<file path="src/rtl/sar_search_ctrl.sv">
// Successive-approximation search controller: drives trial values into an external
// comparator (cmp_gt = trial > target) and recovers the target MSB-first.
module sar_search_ctrl #(
    parameter int WIDTH  = 4,
    parameter int SETTLE = 0
) (
    input  logic             clk,
    input  logic             rst_n,
    input  logic             start,
    input  logic             abort,
    input  logic             cmp_gt,
    output logic [WIDTH-1:0] trial,
    output logic             busy,
    output logic             done,
    output logic [WIDTH-1:0] result
);

    localparam int IW = $clog2(WIDTH);
    localparam int CW = (SETTLE > 0) ? $clog2(SETTLE + 1) : 1;
    localparam logic [IW-1:0]    IDX_MSB  = IW'(WIDTH - 1);
    localparam logic [CW-1:0]    SETTLE_C = CW'(SETTLE);
    localparam logic [WIDTH-1:0] MSB_ONLY = {1'b1, {(WIDTH-1){1'b0}}};

    typedef enum logic [0:0] {
        S_IDLE = 1'b0,
        S_STEP = 1'b1
    } state_t;

    state_t           state_q, state_d;
    logic [WIDTH-1:0] trial_q, trial_d;
    logic [WIDTH-1:0] result_q, result_d;
    logic [IW-1:0]    idx_q, idx_d;
    logic [CW-1:0]    cnt_q, cnt_d;
    logic             busy_q, busy_d;
    logic             done_q, done_d;

    // Next-state and output decisions; cmp_gt is only consulted on the sample cycle
    always_comb begin
        state_d  = state_q;
        trial_d  = trial_q;
        result_d = result_q;
        idx_d    = idx_q;
        cnt_d    = cnt_q;
        busy_d   = busy_q;
        done_d   = 1'b0;
        case (state_q)
            S_IDLE: begin
                busy_d = 1'b0;
                if (start) begin
                    state_d = S_STEP;
                    trial_d = MSB_ONLY;
                    idx_d   = IDX_MSB;
                    cnt_d   = {CW{1'b0}};
                    busy_d  = 1'b1;
                end else begin
                    state_d = S_IDLE;
                end
            end
            S_STEP: begin
                if (abort) begin
                    state_d = S_IDLE;
                    trial_d = {WIDTH{1'b0}};
                    idx_d   = IDX_MSB;
                    cnt_d   = {CW{1'b0}};
                    busy_d  = 1'b0;
                end else if (cnt_q != SETTLE_C) begin
                    cnt_d = cnt_q + 1'b1;
                end else begin
                    if (cmp_gt) begin
                        trial_d[idx_q] = 1'b0;
                    end else begin
                        trial_d[idx_q] = 1'b1;
                    end
                    if (idx_q != {IW{1'b0}}) begin
                        trial_d[idx_q - 1'b1] = 1'b1;
                        idx_d = idx_q - 1'b1;
                        cnt_d = {CW{1'b0}};
                    end else begin
                        // The decided trial doubles as the result and stays on the comparator
                        result_d = trial_d;
                        done_d   = 1'b1;
                        busy_d   = 1'b0;
                        state_d  = S_IDLE;
                        idx_d    = IDX_MSB;
                        cnt_d    = {CW{1'b0}};
                    end
                end
            end
            default: begin
                state_d = S_IDLE;
                trial_d = {WIDTH{1'b0}};
                idx_d   = IDX_MSB;
                cnt_d   = {CW{1'b0}};
                busy_d  = 1'b0;
            end
        endcase
    end

    // State and output registers with asynchronous clear
    always_ff @(posedge clk or negedge rst_n) begin
        if (!rst_n) begin
            state_q  <= S_IDLE;
            trial_q  <= {WIDTH{1'b0}};
            result_q <= {WIDTH{1'b0}};
            idx_q    <= IDX_MSB;
            cnt_q    <= {CW{1'b0}};
            busy_q   <= 1'b0;
            done_q   <= 1'b0;
        end else begin
            state_q  <= state_d;
            trial_q  <= trial_d;
            result_q <= result_d;
            idx_q    <= idx_d;
            cnt_q    <= cnt_d;
            busy_q   <= busy_d;
            done_q   <= done_d;
        end
    end

    assign trial  = trial_q;
    assign busy   = busy_q;
    assign done   = done_q;
    assign result = result_q;

endmodule

</file>
<file path="config.mk">
export PLATFORM = sky130hd
export DESIGN_NAME = sar_search_ctrl
export DESIGN_NICKNAME = d
export VERILOG_FILES = /design/src/rtl/sar_search_ctrl.sv
export SDC_FILE = /design/constraint.sdc
export NUM_CORES = 1
export LEC_CHECK = 0
export ABC_AREA = 0
export ABC_CLOCK_PERIOD_IN_PS = 3100
export CORE_MARGIN = 4
export CORE_UTILIZATION = 30
export CTS_CLUSTER_SIZE = 16
export DETAILED_ROUTE_END_ITERATION = 8
export GPL_TIMING_DRIVEN = 0
export SETUP_SLACK_MARGIN = 0.02
export SLEW_MARGIN = 20
export SYNTH_ARGS = -nofsm -noshare
export SYNTH_HDL_FRONTEND = slang
export SYNTH_SLANG_ARGS = --single-unit
export TNS_END_PERCENT = 5
</file>
<file path="constraint.sdc">
create_clock -name clk -period 3.1 [get_ports clk]
set_clock_uncertainty 0.05 [all_clocks]
set_input_delay 0.31 -clock clk [delete_from_list [all_inputs] [get_ports clk]]
set_output_delay 0.31 -clock clk [all_outputs]
set_load 0.01 [all_outputs]
</file>
=== Word-level counts from Yosys, hierarchy flattened ===
Cells that the tools add are included.

* Output and inout port bits: 10
* Logic and storage cells: 65
* Bits in registers: 14

* Reduce and logical (&&, ||, !) cells: 6
* Muxes and demuxes: 35
* Add/subtract/negate cells: 2
* Bitwise gates (word level): 8
* $lt $le $gt $ge: 4
* Equal/unequal tests: 3

{| class="wikitable"
|+ Operator list
! kind !! number
|-
| 4-bit 2-to-1 mux || 8
|-
| 1-bit 2-to-1 mux || 16
|-
| 2-bit 2-to-1 mux || 4
|-
| 4-bit OR || 2
|-
| 4-bit case mux with 2 select lines || 1
|-
| 2-bit by 3-bit less-than comparator with 1-bit output, second input constant || 2
|-
| 3-bit inequality test, second input constant || 2
|-
| 1-bit case mux with 2 select lines || 3
|-
| 4-bit AND || 1
|-
| 1-bit demux with 2-bit select || 2
|-
| 2-bit by 1-bit >= comparator with 1-bit output, second input constant || 2
|-
| 1-bit NOT || 4
|-
| 4-bit NOT || 1
|-
| 2-bit case mux with 2 select lines || 1
|-
| 2-bit AND reduction || 2
|-
| 4-bit AND reduction || 1
|-
| 1-bit logical AND || 2
|-
| 2-bit inequality test, second input constant || 1
|-
| 2-bit nonzero test || 1
|-
| 2-bit by 1-bit subtractor with 2-bit output, second input constant || 1
|-
| 1-bit adder, second input constant || 1
|}

=== Depth between registers and ports, before layout ===
* Depth after elaboration: 15
* Mapped depth: 5

=== Worst setup path before layout ===
OpenSTA, ideal clock, no wires.

* Path type: reg-to-reg
* Start point: register idx_q[0]
* End point: register trial_q[2], in the netlist trial[2]
* Setup time: 128 ps
* Arrival time: 1277 ps
* Stages on the path, launching flop included: 6
* Slack: 1645 ps
* Path through: dfstp_2 > inv_1 > ha_1 > or2_2 > a21oi_1 > o21ai_0

* Longest elaborated chain between the ends: 15

{| class="wikitable"
|+ Ends and longest elaborated chain
! item !! line !! source
|-
| start: declaration || 32 || <nowiki>logic [IW-1:0] idx_q, idx_d;</nowiki>
|-
| start signal: assignment || 113 || <nowiki>idx_q <= idx_d;</nowiki>
|-
| 2-bit by 3-bit less-than comparator with 1-bit output (not written as such) or 2-bit by 1-bit >= comparator with 1-bit output (tied branches) || 70, 72 ||
|-
| 1-bit logical AND (not written as such) || 70, 72 ||
|-
| 1-bit 2-to-1 mux (not written as such) || 70, 72 ||
|-
| 1-bit demux with 2-bit select || 70, 72 ||
|-
| 4-bit NOT (no source line) || -- ||
|-
| 4-bit AND (no source line) || -- ||
|-
| 4-bit 2-to-1 mux || 69 || <nowiki>if (cmp_gt) begin</nowiki>
|-
| 4-bit 2-to-1 mux || 66 || <nowiki>end else if (cnt_q != SETTLE_C) begin</nowiki>
|-
| 4-bit 2-to-1 mux || 60 || <nowiki>if (abort) begin</nowiki>
|-
| 4-bit 2-to-1 mux || 46 || <nowiki>case (state_q)</nowiki>
|-
| 4-bit OR (no source line) || -- ||
|-
| 4-bit 2-to-1 mux * || 74 || <nowiki>if (idx_q != {IW{1'b0}}) begin</nowiki>
|-
| 4-bit 2-to-1 mux * || 66 ||
|-
| 4-bit 2-to-1 mux * || 60 ||
|-
| 4-bit case mux with 2 select lines * || 46 ||
|-
| end signal: assignment || 103 || <nowiki>trial_q <= {WIDTH{1'b0}};</nowiki>
|-
| end signal: assignment || 111 || <nowiki>trial_q <= trial_d;</nowiki>
|-
| end: declaration || 30 || <nowiki>logic [WIDTH-1:0] trial_q, trial_d;</nowiki>
|}

Mark *: on every way between the ends. The rest lies on a longest branch, timed or not. The select of a mux whose other input is x is not followed.
A chain may end at the register's enable or synchronous reset.

=== Worst setup path after layout ===
* Start point: register idx_q[0]
* End point: register trial_q[0], in the netlist trial[0]

The elaborated chain is that of the path after synthesis.

==> results.rst <==
.. list-table::
   :header-rows: 1

   * - Metric
     - Value
   * - Run status
     - complete, no violations
   * - Buffer type at the clock tree root
     - sky130_fd_sc_hd__clkbuf_4
   * - Area share of the largest cell type after synthesis
     - a little over two fifths
   * - Leading cell types by total area after synthesis
     - sky130_fd_sc_hd__dfrtp_1 43%, sky130_fd_sc_hd__dfstp_2 8.2%, sky130_fd_sc_hd__ha_1 7.8%, sky130_fd_sc_hd__nand2_1 5.3%, sky130_fd_sc_hd__a21oi_1 3.9%
   * - Most used flip-flop cell after synthesis
     - sky130_fd_sc_hd__dfrtp_1
   * - Via count of the first global-routing pass
     - 501
   * - R2R cell count
     - 5
   * - Path type of the worst min-delay path
     - input port to asynchronous set/reset pin
   * - DPL Wire Length
     - 947 um
   * - Final max-slew violation count
     - 0
   * - Mapped Nets
     - 74
   * - Arrival time of the worst setup path
     - about 1800 ps
   * - Starting density of the core
     - approximately 32%
   * - Leakage power summed over all cells
     - roughly 0.38 nW
   * - Number of diodes
     - 0
   * - Post-synthesis sequential area ratio
     - between 50 and 60%
   * - Antenna viol nets, final
     - 0
   * - Most instantiated library cell after synthesis
     - sky130_fd_sc_hd__dfrtp_1
   * - Routed via count
     - 499
   * - Pin count of the biggest net entering global routing
     - 14
   * - Global-route wire length before repair
     - around 2200 um
   * - Footprint of the flip-flops and latches
     - 328 um^2
   * - Final wirelength
     - around 1200 um
   * - CORE AREA
     - ~0.002 mm^2
   * - Number of library cell types mapped by synthesis
     - 21
   * - Antenna violations before repair
     - 0
   * - Worst IR drop on VDD
     - roughly 0.28 mV
   * - Overall global routing resource usage
     - 10.6%
   * - Class of the most critical setup path
     - register to register
   * - Final-layout setup total negative slack
     - 0 ps
   * - # port buffers
     - 14
   * - Worst EP required
     - 3240 ps
   * - Maximum clock path buffer count
     - 2
   * - Worst-Margin Slew
     - between 500 and 600 ps
   * - Most area-hungry cell type in the Yosys netlist
     - sky130_fd_sc_hd__dfrtp_1
   * - Largest driver fanout on the critical path
     - 7
   * - Layout area overhead
     - 31.1%
   * - DR WL/cell
     - between 10 and 15 um
   * - DR vias/cell
     - approximately 4.5
   * - Unrepaired setup endpoints after global routing
     - false
   * - Inst Count DP
     - between 100 and 150
   * - Yosys warning count
     - 0
   * - Num CTS Buffers
     - 3
   * - Drt pass-1 iters
     - 4
   * - Commonest cells post-synth
     - 11 x sky130_fd_sc_hd__dfrtp_1, 9 x sky130_fd_sc_hd__nand2_1, 6 x sky130_fd_sc_hd__inv_1, 5 x sky130_fd_sc_hd__a21oi_1, 5 x sky130_fd_sc_hd__o21ai_1
   * - Type of origin of the critical path
     - register
   * - Area used by multi-input combinational logic
     - between 200 and 300 um^2
   * - Reported max-cap violation count
     - 0
   * - Cells after synthesis
     - between 60 and 70
   * - Max Fclk
     - 622 MHz
   * - Number of clock sinks
     - 13
   * - Clock latency at the later pin of the worst-skew pair
     - approximately 260 ps
   * - Number of nets in the finished design
     - between 90 and 100
   * - Seq cells post-synth
     - 13
   * - GR Overflow Total
     - 0
   * - Gates resized, CTS repair
     - 0
   * - Hold-fix buffers, CTS
     - 0
   * - Worst-case headroom to the max-slew limit
     - roughly three fifths
   * - Syn Std Cell Area
     - 643 um^2
   * - Postcts setup bufs
     - 0
   * - Average cell area after synthesis
     - 9.89 um^2
   * - H-tree Lvls
     - 1
   * - Remaining design rule violation count
     - 0
   * - Endpoint kind of the worst setup timing path
     - register
   * - Filler cells
     - approximately 210
   * - Shortest clock period the worst path allows after layout
     - 1610 ps
   * - Overall die width
     - ~54 um
   * - Final cell count without fillers
     - 110
   * - Number of violations reported at the end of detailed-routing iteration 0
     - 5
   * - Startpoint of the worst setup timing path
     - idx_q[0]
   * - Areal power density over the cells
     - between 500 and 600 mW/mm^2
   * - Die Area
     - just under 0.003 mm^2
   * - Final Cycle Share
     - 51.9%
   * - Final setup viols
     - 0
   * - Clock input transition at the sequential cells of the worst setup and hold paths
     - about 70 ps
   * - I/O pin count
     - 15
   * - Reg-to-reg critical path startpoint
     - idx_q[0]
   * - Die span in y
     - about 54 um
   * - Layout cells sized above 1
     - roughly an eighth
   * - Last weighted congestion value of the routability-driven placer
     - 0.769
   * - Hold Vio Cnt, Final
     - 0
   * - Post-synth ARST share
     - 100%
   * - EDFF count, synth
     - 0
   * - Number of rows in the core area
     - 16
   * - CTS tree
     - done
## final cells by class
class	instances	area share, %
buffer	1	1.34
tap	27	4.01
clock buffer	4	3.12
multi-input combinational	45	33.4
inverter	6	2.67
timing repair buffer	14	16.6
sequential	13	38.9
## where the power goes
part           internal [W]  leakage (nW)  switching, W  total (W)
sequential         0.000203         0.166     0.0000222   0.000225
clock             0.0000498        0.0150     0.0000486  0.0000984
combinational     0.0000873         0.194     0.0000732   0.000161
total              0.000340         0.376      0.000144   0.000484
## critical path, stage by stage (launching register included)
cell and delay (ps):
sky130_fd_sc_hd__dfstp_2 600, sky130_fd_sc_hd__inv_1 90, sky130_fd_sc_hd__ha_1 300, sky130_fd_sc_hd__nor3b_2 260, sky130_fd_sc_hd__a21oi_1 120, sky130_fd_sc_hd__o22ai_2 110
## cell families (layout without fill, tap and decap cells)
| kind of cell | Yosys count | in the layout | share of synthesized area (%) |
|---|---|---|---|
| buffers and inverters | 7 | 25 | 5.25 |
| adders and majority gates | 4 | 4 | 7.78 |
| AOI/OAI and AO/OA | 19 | 19 | 17.9 |
| and+or+nand+nor | 22 | 22 | 18.1 |
| DFF | 13 | 13 | 51.0 |
## cell usage in the layout (no fill, tap or decap), types with 2 or more instances in the layout
cell,synthesis,routed
sky130_fd_sc_hd__a21oi_1,5,5
sky130_fd_sc_hd__clkbuf_4,0,3
sky130_fd_sc_hd__clkdlybuf4s50_1,0,14
sky130_fd_sc_hd__dfrtp_1,11,11
sky130_fd_sc_hd__dfstp_2,2,2
sky130_fd_sc_hd__ha_1,4,4
sky130_fd_sc_hd__inv_1,6,6
sky130_fd_sc_hd__nand2_1,9,9
sky130_fd_sc_hd__nor2_1,3,3
sky130_fd_sc_hd__nor2b_1,4,4
sky130_fd_sc_hd__nor3_1,2,2
sky130_fd_sc_hd__o21ai_0,3,3
sky130_fd_sc_hd__o21ai_1,5,5
sky130_fd_sc_hd__o22ai_1,2,2
## sequential cells by signal, summed over array words and instances, names as in the netlist
signal,flops
busy,1
state_q,1
result,4
done,1
idx_q,2
trial,4
## worst paths after layout
path,end,slack (ps)
min,result[3],360
max,trial[0],1490
max in group asynchronous,idx_q[1],2270
min reg2reg,result[2],430
min in group clk,result[2],430
max reg2reg,trial[0],1490
## per-layer routing
metal / part of all wire [%] / wire length, um / global-route usage [%]
met5: 0 / 0 / 0
met4: 1.6 / 20 / 2.49
met3: 6.4 / 79 / 5.99
met2: 44 / 548 / 16.9
met1: 48 / 596 / 12.2
## per-stage QoR
step | hold slack, ps | area (um^2) | utilization [%] | setup slack, ps | total power, W
after CTS | 371 | 843 | 42.1 | 1480 | 0.000496
final | 357 | 843 | 42.1 | 1490 | 0.000484
after floorplan | -35.6 | 643 | - | 1640 | 0.000315
after global placement | 417 | 817 | 40.8 | 1530 | 0.000388
after global routing | 385 | 843 | 42.1 | 1400 | 0.000530
after detailed placement | 425 | 817 | 40.8 | 1510 | 0.000392
(Power assumes the default switching activity.)
